File: src/rtl/reset_sequencer.sv
// rtl/reset_sequencer.sv - staged reset release controller with PLL lock tracking and soft reset
//
// Releases one active-low reset per subsystem in order (0 = memory/framebuffer,
// 1 = pixel pipeline, 2 = VGA timing, 3 = output driver), spaced STAGE_DELAY
// cycles apart once the PLL lock is stable. Re-sequences on lock loss or on a
// software soft-reset request.
//
// Ports:
//   clock        pixel-domain clock
//   reset_n      asynchronous active-low reset (deasserted synchronously upstream)
//   lock         raw PLL lock, asynchronous; double-flopped internally
//   soft_req     level soft-reset request, held until soft_ack is seen
//   soft_ack     soft-reset hold period completed
//   stage_rst_n  per-stage active-low resets, bit i released before bit i+1
//   all_ready    every stage released and sequencer in RUN
//   state        debug: HOLD=0, RELEASE=1, RUN=2, ASSERT=3
module reset_sequencer #(
  parameter int NUM_STAGES  = 4,
  parameter int STAGE_DELAY = 16,
  parameter int SOFT_HOLD   = 8
) (
  input  logic                  clock,
  input  logic                  reset_n,
  input  logic                  lock,
  input  logic                  soft_req,
  output logic                  soft_ack,
  output logic [NUM_STAGES-1:0] stage_rst_n,
  output logic                  all_ready,
  output logic [1:0]            state
);

  localparam int CNT_MAX = (STAGE_DELAY > SOFT_HOLD) ? STAGE_DELAY : SOFT_HOLD;
  localparam int CNT_W   = $clog2(CNT_MAX + 1);
  localparam int IDX_W   = $clog2(NUM_STAGES + 1);

  localparam logic [CNT_W-1:0] DELAY_LAST = CNT_W'(STAGE_DELAY - 1);
  localparam logic [CNT_W-1:0] HOLD_LAST  = CNT_W'(SOFT_HOLD - 1);
  localparam logic [IDX_W-1:0] IDX_LAST   = IDX_W'(NUM_STAGES - 1);

  typedef enum logic [1:0] {
    S_HOLD    = 2'd0,
    S_RELEASE = 2'd1,
    S_RUN     = 2'd2,
    S_ASSERT  = 2'd3
  } seq_state_t;

  seq_state_t       cur_state;
  logic             lock_meta;
  logic             lock_sync;
  logic [CNT_W-1:0] count;
  logic [IDX_W-1:0] stage_idx;

  always_ff @(posedge clock or negedge reset_n) begin
    if (!reset_n) begin
      lock_meta <= 1'b0;
      lock_sync <= 1'b0;
    end else begin
      lock_meta <= lock;
      lock_sync <= lock_meta;
    end
  end

  always_ff @(posedge clock or negedge reset_n) begin
    if (!reset_n) begin
      cur_state   <= S_HOLD;
      stage_rst_n <= '0;
      all_ready   <= 1'b0;
      soft_ack    <= 1'b0;
      count       <= '0;
      stage_idx   <= '0;
    end else if (cur_state != S_HOLD && !lock_sync) begin
      // Lock loss outranks everything, including a pending soft request.
      cur_state   <= S_HOLD;
      stage_rst_n <= '0;
      all_ready   <= 1'b0;
      soft_ack    <= 1'b0;
      count       <= '0;
      stage_idx   <= '0;
    end else begin
      case (cur_state)
        S_HOLD: begin
          // The count only advances over an unbroken run of lock_sync=1.
          if (!lock_sync) begin
            count <= '0;
          end else if (count == DELAY_LAST) begin
            stage_rst_n <= NUM_STAGES'(1);
            stage_idx   <= IDX_W'(1);
            count       <= '0;
            if (NUM_STAGES == 1) begin
              cur_state <= S_RUN;
              all_ready <= 1'b1;
            end else begin
              cur_state <= S_RELEASE;
            end
          end else begin
            count <= count + 1'b1;
          end
        end

        S_RELEASE: begin
          if (count == DELAY_LAST) begin
            // Released bits are contiguous from bit 0, so a shift-in of 1
            // releases exactly stage_idx.
            stage_rst_n <= (stage_rst_n << 1) | NUM_STAGES'(1);
            stage_idx   <= stage_idx + 1'b1;
            count       <= '0;
            if (stage_idx == IDX_LAST) begin
              cur_state <= S_RUN;
              all_ready <= 1'b1;
            end
          end else begin
            count <= count + 1'b1;
          end
        end

        S_RUN: begin
          if (soft_req) begin
            stage_rst_n <= '0;
            all_ready   <= 1'b0;
            count       <= '0;
            cur_state   <= S_ASSERT;
          end
        end

        S_ASSERT: begin
          // Once acknowledged, the count parks at SOFT_HOLD; a request that
          // dropped early still gets the full hold and a one-cycle ack.
          if (soft_ack) begin
            if (!soft_req) begin
              soft_ack  <= 1'b0;
              count     <= '0;
              stage_idx <= '0;
              cur_state <= S_HOLD;
            end
          end else if (count == HOLD_LAST) begin
            soft_ack <= 1'b1;
            count    <= count + 1'b1;
          end else begin
            count <= count + 1'b1;
          end
        end

        default: cur_state <= S_HOLD;
      endcase
    end
  end

  assign state = cur_state;

endmodule

File: config.mk
export PLATFORM = sky130hd
export DESIGN_NAME = reset_sequencer
export DESIGN_NICKNAME = d
export VERILOG_FILES = /design/src/rtl/reset_sequencer.sv
export SDC_FILE = /design/constraint.sdc
export NUM_CORES = 1
export LEC_CHECK = 0
export ABC_CLOCK_PERIOD_IN_PS = 2800
export BUFFER_PORTS_ARGS = -buffer_cell sky130_fd_sc_hd__buf_2
export CORE_MARGIN = 3
export CORE_UTILIZATION = 50
export DETAILED_ROUTE_END_ITERATION = 6
export PLACE_DENSITY_LB_ADDON = 0.15
export SETUP_SLACK_MARGIN = 0.15
export SYNTH_ARGS = -nofsm -noshare
export SYNTH_HDL_FRONTEND = slang
export SYNTH_SLANG_ARGS = --single-unit
File: constraint.sdc
create_clock -name clock -period 2.8 [get_ports clock]
set_input_delay 0.42 -clock clock [delete_from_list [all_inputs] [get_ports clock]]
set_output_delay 0.42 -clock clock [all_outputs]
set_load 0.01 [all_outputs]
After elaboration in Yosys (flattened, before gate mapping):

Cells that the tools add are included.

* input port bits: 4
* memories kept: 0
* latch bits: 0
* bits in writable memories: 0
* flip-flop bits (word level): 18
* memory bits (read-only): 0
* logic and storage cells: 76

* div/mod/pow operators: 0
* reduce and logical (&&, ||, !) cells: 13
* $add $sub $neg: 2
* magnitude comparators: 0
* equality and inequality tests: 14
* $mul: 0
* shift operators: 0
* bitwise logic cells: 0
* mux-type cells: 39

Operators by type and width (number)
* 2-to-1 mux 5 bit: 6
* != test 3 bit (second input constant): 7
* 2-to-1 mux 4 bit: 5
* one-hot mux 5 bit (4 select lines): 1
* 2-to-1 mux 3 bit: 6
* 2-to-1 mux 2 bit: 8
* one-hot mux 4 bit (3 select lines): 1
* 2-to-1 mux 1 bit: 9
* one-hot mux 3 bit (3 select lines): 1
* one-hot mux 2 bit (4 select lines): 1
* nonzero test 4 bit: 2
* AND reduction 7 bit: 1
* AND reduction 6 bit: 1
* adder 5 x 1 -> 5 bit (second input constant): 1
* equality test 5 x 3 -> 1 bit (second input constant): 1
* equality test 5 x 4 -> 1 bit (second input constant): 1
* AND reduction 5 bit: 1
* equality test 2 bit (second input constant): 2
* != test 4 bit (second input constant): 1
* AND reduction 4 bit: 1
* nonzero test 2 bit: 2
* adder 3 x 1 -> 3 bit (second input constant): 1
* equality test 3 x 2 -> 1 bit (second input constant): 1
* nonzero test 3 bit: 1
* 6 further kinds: 6

Logic depth before layout (Yosys ltp):

Gate-level depths: netlist of the first run.

* depth in word-level cells: 5
* gate-level depth with buffers: 8
* depth with buffers taken out: 8

Least setup slack after synthesis of the first run:

No wires, ideal clock.

* path type: register to register
* start point: register count[0]
* end point: register count[3]
* stages on the path, launching flop included: 9
* data arrival time: 1.775 ns
* setup slack: 0.939 ns
* cell sequence: dfrtp_1 ha_1 nand3_1 inv_1 ha_1 o21ba_2 o21ai_2 or4_1 o211ai_1

* word-level cells in the longest chain between the ends: 5
* elaborated cells on any way between the ends: 7
* those cells by class: add/sub: 1; eq/ne: 1; mux: 5

RTL lines
* from (decl): line 50 `logic [CNT_W-1:0] count;`
* from (signal assigned): line 96 `count <= count + 1'b1;`
* from (signal assigned): line 112 `count <= count + 1'b1;`
* from (signal assigned): line 137 `count <= count + 1'b1;`
* adder 5 x 1 -> 5 bit or equality test 5 x 4 -> 1 bit (tied branches)
* 2-to-1 mux 5 bit: line 85, 101
* 2-to-1 mux 5 bit: line 83 `if (!lock_sync) begin`
* one-hot mux 5 bit (4 select lines) *: line 80 `case (cur_state)`
* 2-to-1 mux 5 bit *: line 71 `end else if (cur_state != S_HOLD && !lock_sync) begin`

Every way passes the cells marked *; elsewhere a longest branch is shown, timed or not.
A chain may end at the register's enable or synchronous reset.

Worst setup path after layout of the first run:

Ends and elaborated chain as after synthesis.

==> flow_metrics.env, run 1 <==
export IMPL_postCtsResizedCells=0
export IMPL_launch_instance_of_the_worst_register_to_register_path="count[0]"
export IMPL_critPathMaxFanout=4
export IMPL_power_per_cell_area_mw_per_mm2=847
export IMPL_clockBufferDepth=2
export IMPL_finalCriticalPeriod_ns=2.01
export IMPL_globalRoute_busiestLayer="met2"
export IMPL_mappedNetlistNets=120
export IMPL_met3_usage_pct=2.87
export IMPL_vias_per_cell=5.63
export IMPL_worst_setup_hold_path_clk_slew_ns=0.10
export IMPL_vdd_drop_max_v=0.000358
export IMPL_rows=16
export IMPL_final_cell_area_mm2=0.00117
export IMPL_yosysUniqueCellTypes=34
export IMPL_route_vias_total=822
export IMPL_grt_antenna_before_repair=0
export IMPL_vias_in_the_first_global_route=827
export IMPL_final_seq_area_um2=450
export IMPL_clock_skew_final_ns=0.00377
export IMPL_switching_share_of_power_pct=41.1
export IMPL_floorplan_initialDensity_pct=53.7
export IMPL_hold_viol=0
export IMPL_top_level_ports=12
export IMPL_die_height_um=52.1
export IMPL_achievable_frequency_ghz=0.498
export IMPL_global_route_usage_over_all_layers_pct=18.9
export IMPL_tritoncts_num_sinks=18
export IMPL_synth_area_leaders="sky130_fd_sc_hd__dfrtp_1, sky130_fd_sc_hd__ha_1, sky130_fd_sc_hd__a22o_1"
export IMPL_synthCells=107
export IMPL_max_slew_margin_rel_pct=71.8
export IMPL_dieWidth_um=52.1
export IMPL_status="completed"
export IMPL_tns_ns=0
export IMPL_post_place_cells=142
export IMPL_fillers=168
export IMPL_sum_of_routed_wire_length_over_all_layers_mm=2.01
export IMPL_core_region_area_mm2=0.00198
export IMPL_tritoncts_num_buffers=3
export IMPL_finish_net_count=133
export IMPL_final_max_slew_violation_count=0
export IMPL_post_dp_hpwl_mm=1.49
export IMPL_gp_congestion=0.800
export IMPL_p_leak_nw=0.559
export IMPL_timing_max_cap_violations=0
export IMPL_finish_utilization_pct=59.2
export IMPL_worst_r2r_path_depth=8
export IMPL_worstPathArrival_ns=2.23
export IMPL_grt_first_pass_wirelength_mm=3.67
export IMPL_drt_pass1_iterations=4
export IMPL_p_int_uw=584
export IMPL_instances_no_fill=146
export IMPL_clk_latency_ns=0.30
export IMPL_worst_slew_pin_transition_ns=0.423
export IMPL_pwr_share_seq_pct=35.8
export IMPL_antenna_violating_nets_post_route=0
export IMPL_timing_critical_path_to_type="register"
export IMPL_postCtsSetupBuffers=0
export IMPL_fraction_of_synthesized_cell_area_taken_by_the_top_area_cell_type_pct=42.3
export IMPL_ctsHtreeMaxLevel=1
export IMPL_worst_hold_path_type="input pin to async pin"
export IMPL_setup_viol=0
export IMPL_number_of_remaining_drc_errors=0
export IMPL_cts_tree="built"
export IMPL_setup_worst_path_start_class="register"
export IMPL_cts_hold_buffers_added=0
export IMPL_synth_ff_latch_count=18
export IMPL_detail_route_wl_per_cell_um=13.8
export IMPL_port_buffers=11
export IMPL_path_class="register to register"
export IMPL_place_area_mm2=0.00114
export IMPL_mostFrequentLayoutCell="sky130_fd_sc_hd__dfrtp_1"
export IMPL_finalCritPeriodShare_pct=71.6
export IMPL_timing_reg2reg_setup_slack_ns=0.79
export IMPL_syn2layout_area_growth_pct=10.1
export IMPL_maximum_number_of_pins_on_one_net_before_global_route_repair=19
export IMPL_crit_end="count[3]"
export IMPL_die_area_mm2=0.00272
export IMPL_synthesis_area_mm2=0.00106
export IMPL_grt_met1_usage_pct=23.8
export IMPL_drive_gt1_share_pct=19.3
export IMPL_synthesis_area_per_instance_um2=9.95
export IMPL_multi_input_comb_area_um2=571
export IMPL_first_iter_violations=10
export IMPL_cts_root_buf="sky130_fd_sc_hd__clkbuf_4"
export IMPL_power_net_switching_uw=408
export IMPL_cp_startpoint="count[0]"
export IMPL_synth_yosys_seq_area_share_pct=42.3
export IMPL_rsz0062_at_grt="false"
export IMPL_comb_power_share_pct=47.8
export IMPL_antenna_cells=0
export IMPL_critical_path_reg2reg_endpoint="count[3]"
export IMPL_synthDominantAreaCellType="sky130_fd_sc_hd__dfrtp_1"
export IMPL_grt_util_met2_pct=29.9
export IMPL_yosys_warnings=0
export IMPL_worst_endpoint_required_ns=3.02
export IMPL_grt_remaining_overflow=0
export IMPL_most_frequent_cells_in_the_layout="sky130_fd_sc_hd__dfrtp_1, sky130_fd_sc_hd__buf_2, sky130_fd_sc_hd__ha_1, sky130_fd_sc_hd__o21ai_0"
export IMPL_power_frac_clock_pct=16.3
## critical path, stage by stage (launching register included)
cell and delay [ns]:
sky130_fd_sc_hd__dfrtp_1 0.42, sky130_fd_sc_hd__ha_1 0.24, sky130_fd_sc_hd__nand3_1 0.12, sky130_fd_sc_hd__inv_1 0.06
sky130_fd_sc_hd__ha_1 0.20, sky130_fd_sc_hd__o21ba_2 0.24, sky130_fd_sc_hd__o21ai_2 0.07, sky130_fd_sc_hd__or4_1 0.48
sky130_fd_sc_hd__o211ai_1 0.10
## sequential cells by signal (all words and copies together) (netlist names)
name / flops
lock_meta: 1
soft_ack: 1
all_ready: 1
stage_rst_n: 4
state: 2
stage_idx: 3
lock_sync: 1
count: 5
## synthesized netlist by cell type, drive strengths merged
| cell | count |
|---|---|
| dfrtp | 18 |
| ha | 9 |
| o21ai | 9 |
| inv | 7 |
| nand2 | 7 |
| nand3 | 7 |
| a22o | 6 |
| nand2b | 5 |
| nor2 | 5 |
| a21oi | 4 |
| nor2b | 4 |
| buf | 3 |
| a31oi | 2 |
| and3 | 2 |
| mux2 | 2 |
| mux2i | 2 |
| o211ai | 2 |
| a21o | 1 |
| a221oi | 1 |
| a41oi | 1 |
| nor3 | 1 |
| nor3b | 1 |
| o21ba | 1 |
| o21bai | 1 |
| o221ai | 1 |
| o22ai | 1 |
| o2bb2ai | 1 |
| or2 | 1 |
| or3b | 1 |
| or4 | 1 |
## cell families (layout without fill, tap and decap cells)
family / count (synthesis) / in the layout / synth area share (%)
adders and majority gates: 9 / 9 / 10.6
buffers and inverters: 10 / 22 / 4.11
and+or+nand+nor: 35 / 35 / 18.4
muxes: 4 / 4 / 4.00
AOI/OAI and AO/OA: 31 / 31 / 20.6
DFF: 18 / 18 / 42.3
## final cells by class
| class | count | area share (%) |
|---|---|---|
| inverter | 7 | 2.24 |
| clock buffer | 4 | 3.09 |
| multi-input combinational | 79 | 48.7 |
| timing repair buffer | 11 | 4.70 |
| tap | 27 | 2.88 |
| sequential | 18 | 38.4 |
## routing by layer
| layer | up-vias | routed length [um] |
|---|---|---|
| li1 | 412 | - |
| met3 | 5 | 72 |
| met4 | 0 | 52 |
| met5 | - | 0 |
| met1 | 387 | 943 |
| met2 | 18 | 940 |
## worst min path at each step
stage                          from             end  slack, ns  depth (start not counted)
after global routing        reset_n        count[3]       0.06                          1
after floorplan             reset_n       all_ready       0.12                          0
after CTS                   reset_n  stage_rst_n[1]       0.04                          1
after global placement    lock_meta       lock_sync       0.33                          0
final                       reset_n  stage_rst_n[1]       0.03                          1
after detailed placement  lock_meta       lock_sync       0.34                          0
## stage by stage
stage               setup slack, ns  total power [mW]  hold WS (ns)
detailed placement            0.814             0.835         0.345
floorplan                     0.939             0.726         0.124
CTS                           0.791              1.00        0.0391
global route                  0.637              1.08        0.0567
global placement              0.880             0.823         0.333
finish                        0.794             0.993        0.0337
## power by group through the flow
stage	Sequential (mW)	Clock [mW]	Combinational, mW
6_report	0.356	0.162	0.475
5_1_grt	0.366	0.177	0.536
4_1_cts	0.357	0.169	0.474
3_5_place_dp	0.362	0	0.473
3_3_place_gp	0.359	0	0.464
2_1_floorplan	0.365	0	0.361
Power figures use the tool's default switching activity.
==> run 2, diff against run 1 <==
ABC_AREA = 1   (was default)
ABC_CLOCK_PERIOD_IN_PS = 1800   (was 2800)
clock period = 1.8 ns   (was 2.8 ns; I/O delays follow)
==> run 2 against run 1 <==
Total power rose by 120%. Via count rose by 28%. Combinational power rose to 2.8 times the previous value. Largest cell class unchanged. Critical endpoint is now state[0]. Non-clock buffer count rose by 9. Wire length rose by 30%. Die area rose by 8.7%. Count of clock-buffer cells in the layout did not move.
==> flow_metrics.env, run 2 <==
export IMPL_global_route_usage_over_all_layers_pct=19.9
export IMPL_fillers=190
export IMPL_dieWidth_um=54.4
export IMPL_worst_setup_hold_path_clk_slew_ns=0.11
export IMPL_number_of_remaining_drc_errors=0
export IMPL_setup_viol=0
export IMPL_ctsHtreeMaxLevel=1
export IMPL_top_register="count"
export IMPL_path_class="register to register"
export IMPL_p_leak_nw=0.772
export IMPL_cts_root_buf="sky130_fd_sc_hd__clkbuf_4"
export IMPL_floorplan_initialDensity_pct=56.2
export IMPL_tns_ns=0
export IMPL_achievable_frequency_ghz=0.615
export IMPL_drive_gt1_share_pct=28.8
export IMPL_place_ws_ns=0.0399
export IMPL_critical_path_top_delay_family="simple AND/OR/NAND/NOR gates"
export IMPL_antenna_cells=0
export IMPL_critPathMaxFanout=4
export IMPL_hold_viol=0
export IMPL_finish_net_count=198
export IMPL_synth_ff_latch_count=18
export IMPL_worstPathArrival_ns=1.82
export IMPL_instances_no_fill=211
export IMPL_grt_first_pass_wirelength_mm=4.18
export IMPL_setup_worst_path_start_class="register"
export IMPL_die_height_um=54.4
export IMPL_clk_latency_ns=0.30
export IMPL_synth_cells_most_frequent="sky130_fd_sc_hd__nand2_1, sky130_fd_sc_hd__inv_1, sky130_fd_sc_hd__dfrtp_1, sky130_fd_sc_hd__nor2_1"
export IMPL_grt_antenna_before_repair=0
export IMPL_drt_pass1_iterations=4
export IMPL_largest_register_ffs=5
export IMPL_synthDominantAreaCellType="sky130_fd_sc_hd__dfrtp_1"
export IMPL_tritoncts_num_buffers=3
export IMPL_gp_congestion=0.893
export IMPL_synthesis_area_per_instance_um2=7.31
export IMPL_timing_max_cap_violations=0
export IMPL_buffers_and_inverters_on_the_worst_path=2
export IMPL_timing_critical_path_slowest_cell_delay_ns=0.42
export IMPL_core_region_area_mm2=0.00208
export IMPL_post_dp_hpwl_mm=1.83
export IMPL_final_critical_path_setup_slack_ns=0.173
export IMPL_rows=16
export IMPL_finalCritPeriodShare_pct=90.4
export IMPL_power_per_cell_area_mw_per_mm2=1480
export IMPL_finalCriticalPeriod_ns=1.63
export IMPL_route_vias_total=1054
export IMPL_vias_per_cell=5.00
export IMPL_sum_of_routed_wire_length_over_all_layers_mm=2.60
export IMPL_synthesis_area_mm2=0.00117
export IMPL_synth_yosys_seq_area_share_pct=38.5
export IMPL_tritoncts_num_sinks=18
export IMPL_mappedNetlistNets=173
export IMPL_clock_skew_final_ns=0.0127
export IMPL_async_set_reset_flop_share_out_of_synthesis_pct=100
export IMPL_synth_area_leaders="sky130_fd_sc_hd__dfrtp_1, sky130_fd_sc_hd__nand2_1, sky130_fd_sc_hd__ha_1"
export IMPL_die_area_mm2=0.00296
export IMPL_most_frequent_cells_in_the_layout="sky130_fd_sc_hd__nand2_1, sky130_fd_sc_hd__inv_1, sky130_fd_sc_hd__dfrtp_1, sky130_fd_sc_hd__nor2_1, sky130_fd_sc_hd__buf_2"
export IMPL_rsz0062_at_grt="true"
export IMPL_detail_route_wl_per_cell_um=12.3
export IMPL_crit_chain="ha_4 -> nand2_4 -> nor2_4 -> ha_4 -> inv_4 -> o21ai_4 -> nand2_2 -> inv_2 -> nand2_2 -> nand2_1 -> nand2_1"
export IMPL_grt_remaining_overflow=0
export IMPL_cts_tree="built"
export IMPL_mostFrequentLayoutCell="sky130_fd_sc_hd__nand2_1"
export IMPL_vias_in_the_first_global_route=960
export IMPL_synth_enable_flop_cells=0
export IMPL_yosysUniqueCellTypes=18
export IMPL_synth_main_ff_cell="sky130_fd_sc_hd__dfrtp_1"
export IMPL_worst_slew_pin_transition_ns=0.392
export IMPL_timing_critical_path_to_type="register"
export IMPL_crit_path_top_delay_cell="sky130_fd_sc_hd__dfrtp_1"
export IMPL_top_level_ports=12
export IMPL_maximum_number_of_pins_on_one_net_before_global_route_repair=19
export IMPL_first_iter_violations=15
export IMPL_clockBufferDepth=2
export IMPL_yosys_warnings=0
export IMPL_worst_endpoint_required_ns=1.99
export IMPL_synthMostInstantiatedCell="sky130_fd_sc_hd__nand2_1"
export IMPL_post_place_cells=198
export IMPL_final_max_slew_violation_count=0
export IMPL_vdd_drop_max_v=0.000960
export IMPL_port_buffers=11
export IMPL_antenna_violating_nets_post_route=0
export IMPL_worst_hold_path_type="input pin to register"
export IMPL_syn2layout_area_growth_pct=23.7
export IMPL_status="completed"
export IMPL_layout_top_registers="count (5), stage_rst_n (4), stage_idx (3)"
export IMPL_max_slew_margin_rel_pct=73.9
export IMPL_fraction_of_synthesized_cell_area_taken_by_the_top_area_cell_type_pct=38.5
export IMPL_total_power_mw=2.15
export IMPL_synthCells=160
[run 2: cell count changes after synthesis, sizes merged, moves of 3 or more]
cell    previous run  this run
nand3              7        11
inv                7        27
a22o               6         0
buf                3         0
nor2               5        22
nand2b             5         0
nand2              7        56
nor2b              4         0
[run 2: timing repair]
| action | in CTS | in global routing |
|---|---|---|
| cloned | 0 | 0 |
| hold buffers | 1 | 0 |
| endpoints found under the hold margin | 18 | 0 |
| pin swaps | 0 | 8 |
| endpoints found under the setup margin | 13 | 15 |
| gates resized for setup | 4 | 18 |
| setup buffers | 4 | 4 |
[run 2: worst register-to-register path, cell delays in order, from the launching register on]
cell                      delay (ns)
sky130_fd_sc_hd__dfrtp_1        0.42
sky130_fd_sc_hd__ha_4           0.16
sky130_fd_sc_hd__nand2_4        0.06
sky130_fd_sc_hd__nor2_4         0.14
sky130_fd_sc_hd__ha_4           0.15
sky130_fd_sc_hd__inv_4          0.04
sky130_fd_sc_hd__o21ai_4        0.14
sky130_fd_sc_hd__nand2_2        0.13
sky130_fd_sc_hd__inv_2          0.10
sky130_fd_sc_hd__nand2_2        0.06
sky130_fd_sc_hd__nand2_1        0.06
sky130_fd_sc_hd__nand2_1        0.05
[run 2: kinds of logic after synthesis]
kind of cell	Yosys count	synth area share (%)
buffers and inverters	27	8.66
adders and majority gates	9	9.63
AOI/OAI and AO/OA	16	8.13
DFF	18	38.5
and+or+nand+nor	90	35.1
[run 2: final cells by class]
cell class	count	area, um2	area share (%)
multi-input combinational	115	698	48.2
timing repair buffer	20	125	8.64
inverter	27	104	7.17
tap	27	33.8	2.33
clock buffer	4	36.3	2.51
sequential	18	450	31.1
[run 2: routing by layer]
layer	track usage, %	up-vias	wire length (um)
li1	-	542	-
met1	25.7	488	1260
met5	0	-	0
met2	32.7	22	1220
met3	5.72	2	111
met4	4.56	0	9
[run 2: path summary, 6_finish.rpt]
path / from / endpoint / slack [ns] / depth (start not counted)
worst min register to register: lock_meta / lock_sync / 0.37 / 0
max in group asynchronous: reset_n / count[2] / 1.10 / 2
worst max-delay path: count[0] / state[0] / 0.17 / 11
min in group asynchronous: reset_n / count[3] / 0.40 / 2
worst max register to register: count[0] / state[0] / 0.17 / 11
worst min-delay path: lock / lock_meta / 0.08 / 1
[run 2: where the power goes]
part	internal, mW	switching [mW]	leakage [nW]
clock	0.123	0.132	0.0210
sequential	0.509	0.0675	0.236
combinational	0.489	0.827	0.515
total	1.12	1.03	0.772
[run 2: stage by stage]
step | instance area [um2] | hold WS, ns | util (%)
2_1_floorplan | 1170 | -0.0256 | -
3_3_place_gp | 1260 | 0.219 | 60.5
6_report | 1450 | 0.0754 | 69.5
3_5_place_dp | 1260 | 0.225 | 60.5
5_1_grt | 1450 | 0.0558 | 69.5
4_1_cts | 1340 | 0.0580 | 64.5
==> run 3, diff against run 2 <==
ABC_AREA = default   (was 1)
RECOVER_POWER = 100   (was default)
==> run 3 against run 2 <==
Combinational power fell by 14%. Worst setup slack got worse by 0.14 ns. Count of clock-buffer cells in the layout did not move. Critical path depth fell by 3. Cell count fell by 24%. Clock power fell by 17%. Worst hold slack got worse by 0.0062 ns. Sequential cell count did not move. Wire length fell by 14%. Maximum frequency fell by 7.7%. Critical endpoint is now count[2].
==> flow_metrics.env, run 3 (synthesized netlist as in run 1, its figures left out) <==
export IMPL_dieWidth_um=52.1
export IMPL_finalCriticalPeriod_ns=1.76
export IMPL_final_seq_area_um2=452
export IMPL_drt_pass1_iterations=4
export IMPL_grt_remaining_overflow=0
export IMPL_core_region_area_mm2=0.00198
export IMPL_fillers=150
export IMPL_worst_slew_pin_transition_ns=0.987
export IMPL_clock_skew_final_ns=0.00620
export IMPL_number_of_remaining_drc_errors=0
export IMPL_timing_critical_path_to_type="register"
export IMPL_detail_route_wl_per_cell_um=14.0
export IMPL_post_place_cells=145
export IMPL_global_route_usage_over_all_layers_pct=18.1
export IMPL_mostFrequentLayoutCell="sky130_fd_sc_hd__dfrtp_1"
export IMPL_instances_no_fill=160
export IMPL_timing_max_cap_violations=0
export IMPL_pwr_share_seq_pct=29.4
export IMPL_drive_gt1_share_pct=32.3
export IMPL_buffers_and_inverters_on_the_worst_path=3
export IMPL_top_register="count"
export IMPL_port_buffers=11
export IMPL_worst_setup_hold_path_clk_slew_ns=0.10
export IMPL_place_ws_ns=0.0192
export IMPL_top_signal_layer_used="met4"
export IMPL_multi_input_comb_area_um2=669
export IMPL_tritoncts_num_sinks=18
export IMPL_clockBufferDepth=2
export IMPL_achievable_frequency_ghz=0.567
export IMPL_cts_root_buf="sky130_fd_sc_hd__clkbuf_4"
export IMPL_largest_register_ffs=5
export IMPL_power_net_switching_uw=768
export IMPL_top_level_ports=12
export IMPL_cts_tree="built"
export IMPL_final_max_slew_violation_count=0
export IMPL_place_area_mm2=0.00119
export IMPL_crit_path_top_delay_cell="sky130_fd_sc_hd__dfrtp_1"
export IMPL_status="completed"
export IMPL_post_dp_hpwl_mm=1.46
export IMPL_most_frequent_cells_in_the_layout="sky130_fd_sc_hd__dfrtp_1, sky130_fd_sc_hd__buf_4, sky130_fd_sc_hd__o21ai_0, sky130_fd_sc_hd__clkbuf_1, sky130_fd_sc_hd__nand2_1"
export IMPL_rows=16
export IMPL_power_per_cell_area_mw_per_mm2=1400
export IMPL_comb_power_share_pct=59.5
export IMPL_critical_path_top_delay_family="compound AO/OA/AOI/OAI gates"
export IMPL_die_area_mm2=0.00272
export IMPL_detailroute_wirelength_met2_mm=1.05
export IMPL_clk_latency_ns=0.30
export IMPL_cp_common_cell="sky130_fd_sc_hd__buf_4"
export IMPL_finish_net_count=147
export IMPL_antenna_violating_nets_post_route=0
export IMPL_first_iter_violations=9
export IMPL_worst_hold_path_type="input pin to register"
export IMPL_grt_first_pass_wirelength_mm=3.62
export IMPL_ctsHtreeMaxLevel=1
export IMPL_max_slew_margin_rel_pct=34.2
export IMPL_final_cell_area_mm2=0.00136
export IMPL_tns_ns=0
export IMPL_gp_congestion=0.807
export IMPL_sum_of_routed_wire_length_over_all_layers_mm=2.24
export IMPL_grt_antenna_before_repair=0
export IMPL_setup_worst_path_start_class="register"
export IMPL_antenna_cells=0
export IMPL_die_height_um=52.1
export IMPL_switching_share_of_power_pct=40.2
export IMPL_critPathMaxFanout=6
export IMPL_finalCritPeriodShare_pct=98.0
export IMPL_tritoncts_num_buffers=3
export IMPL_p_int_mw=1.14
export IMPL_power_frac_clock_pct=11.1
export IMPL_rsz0062_at_grt="true"
export IMPL_p_leak_nw=0.598
export IMPL_timing_critical_path_slowest_cell_delay_ns=0.44
export IMPL_floorplan_initialDensity_pct=53.7
export IMPL_met1_length_mm=1.07
export IMPL_crit_chain="inv_2 -> ha_4 -> buf_4 -> o21ba_4 -> o21ai_4 -> buf_4 -> o21bai_1 -> a22o_1"
export IMPL_vias_per_cell=5.43
export IMPL_worstPathArrival_ns=1.95
export IMPL_path_class="register to register"
export IMPL_vdd_drop_max_v=0.000823
export IMPL_final_critical_path_setup_slack_ns=0.0365
export IMPL_vias_in_the_first_global_route=807
export IMPL_route_vias_total=869
export IMPL_setup_viol=0
export IMPL_syn2layout_area_growth_pct=27.9
export IMPL_layout_top_registers="count (5), stage_rst_n (4), stage_idx (3)"
export IMPL_worst_endpoint_required_ns=1.99
export IMPL_maximum_number_of_pins_on_one_net_before_global_route_repair=19
export IMPL_hold_viol=0
export IMPL_met3WireLength_um=78
==> run 3: cell count changes in the layout (fill, tap and decap cells not counted), moves of 5 or more <==
cell / previous run / this run
sky130_fd_sc_hd__a22o_1: 0 / 5
sky130_fd_sc_hd__clkbuf_1: 0 / 8
sky130_fd_sc_hd__nand2_1: 46 / 7
sky130_fd_sc_hd__inv_1: 24 / 4
sky130_fd_sc_hd__o21ai_1: 6 / 0
sky130_fd_sc_hd__nor2_1: 16 / 4
sky130_fd_sc_hd__buf_2: 11 / 4
sky130_fd_sc_hd__nand2_2: 8 / 0
sky130_fd_sc_hd__o21ai_0: 2 / 8
==> run 3: repair_timing <==
| item | CTS | global route |
|---|---|---|
| hold endpoints to repair | 18 | 0 |
| pin swaps | 3 | 1 |
| gates resized for setup | 10 | 4 |
| setup endpoints to repair | 12 | 13 |
| hold buffers | 1 | 0 |
| setup buffers | 4 | 6 |
==> run 3: worst paths after layout <==
check	slack, ns	from	depth (start not counted)	endpoint
setup / recovery	0.04	state[1]	8	count[2]
hold / removal	0.07	lock	1	lock_meta
setup reg to reg	0.04	state[1]	8	count[2]
hold reg to reg	0.37	lock_meta	0	lock_sync
max in group asynchronous	0.50	reset_n	2	state[0]
min in group asynchronous	0.64	reset_n	2	all_ready
==> run 3: per-layer routing <==
| metal | track usage, % | vias up |
|---|---|---|
| met3 | 3.72 | 5 |
| met1 | 24.1 | 412 |
| met2 | 28.0 | 15 |
| met5 | 0 | - |
| li1 | - | 437 |
| met4 | 8.51 | 0 |
==> run 3: power by group through the flow <==
stage	clock, mW	sequential (mW)	combinational (mW)
final	0.213	0.562	1.14
after global routing	0.244	0.574	1.25
after CTS	0.221	0.555	0.988
after detailed placement	0	0.564	0.839
after global placement	0	0.560	0.826
after floorplan	0	0.575	0.619
==> run 3: cell type report <==
type	count	share of cell area (%)
Timing Repair Buffer	25	11.1
Multi-Input combinational cell	79	49.2
Clock buffer	4	1.93
Sequential cell	18	33.2
Inverter	7	2.11
Tap cell	27	2.48
==> run 3: through the flow <==
step	util (%)	hold slack, ns	total power, mW
after floorplan	-	-0.0256	1.19
after global placement	60.0	0.222	1.39
after detailed placement	60.0	0.224	1.40
after CTS	66.2	0.0622	1.76
after global routing	68.7	0.0527	2.06
final	68.7	0.0693	1.91
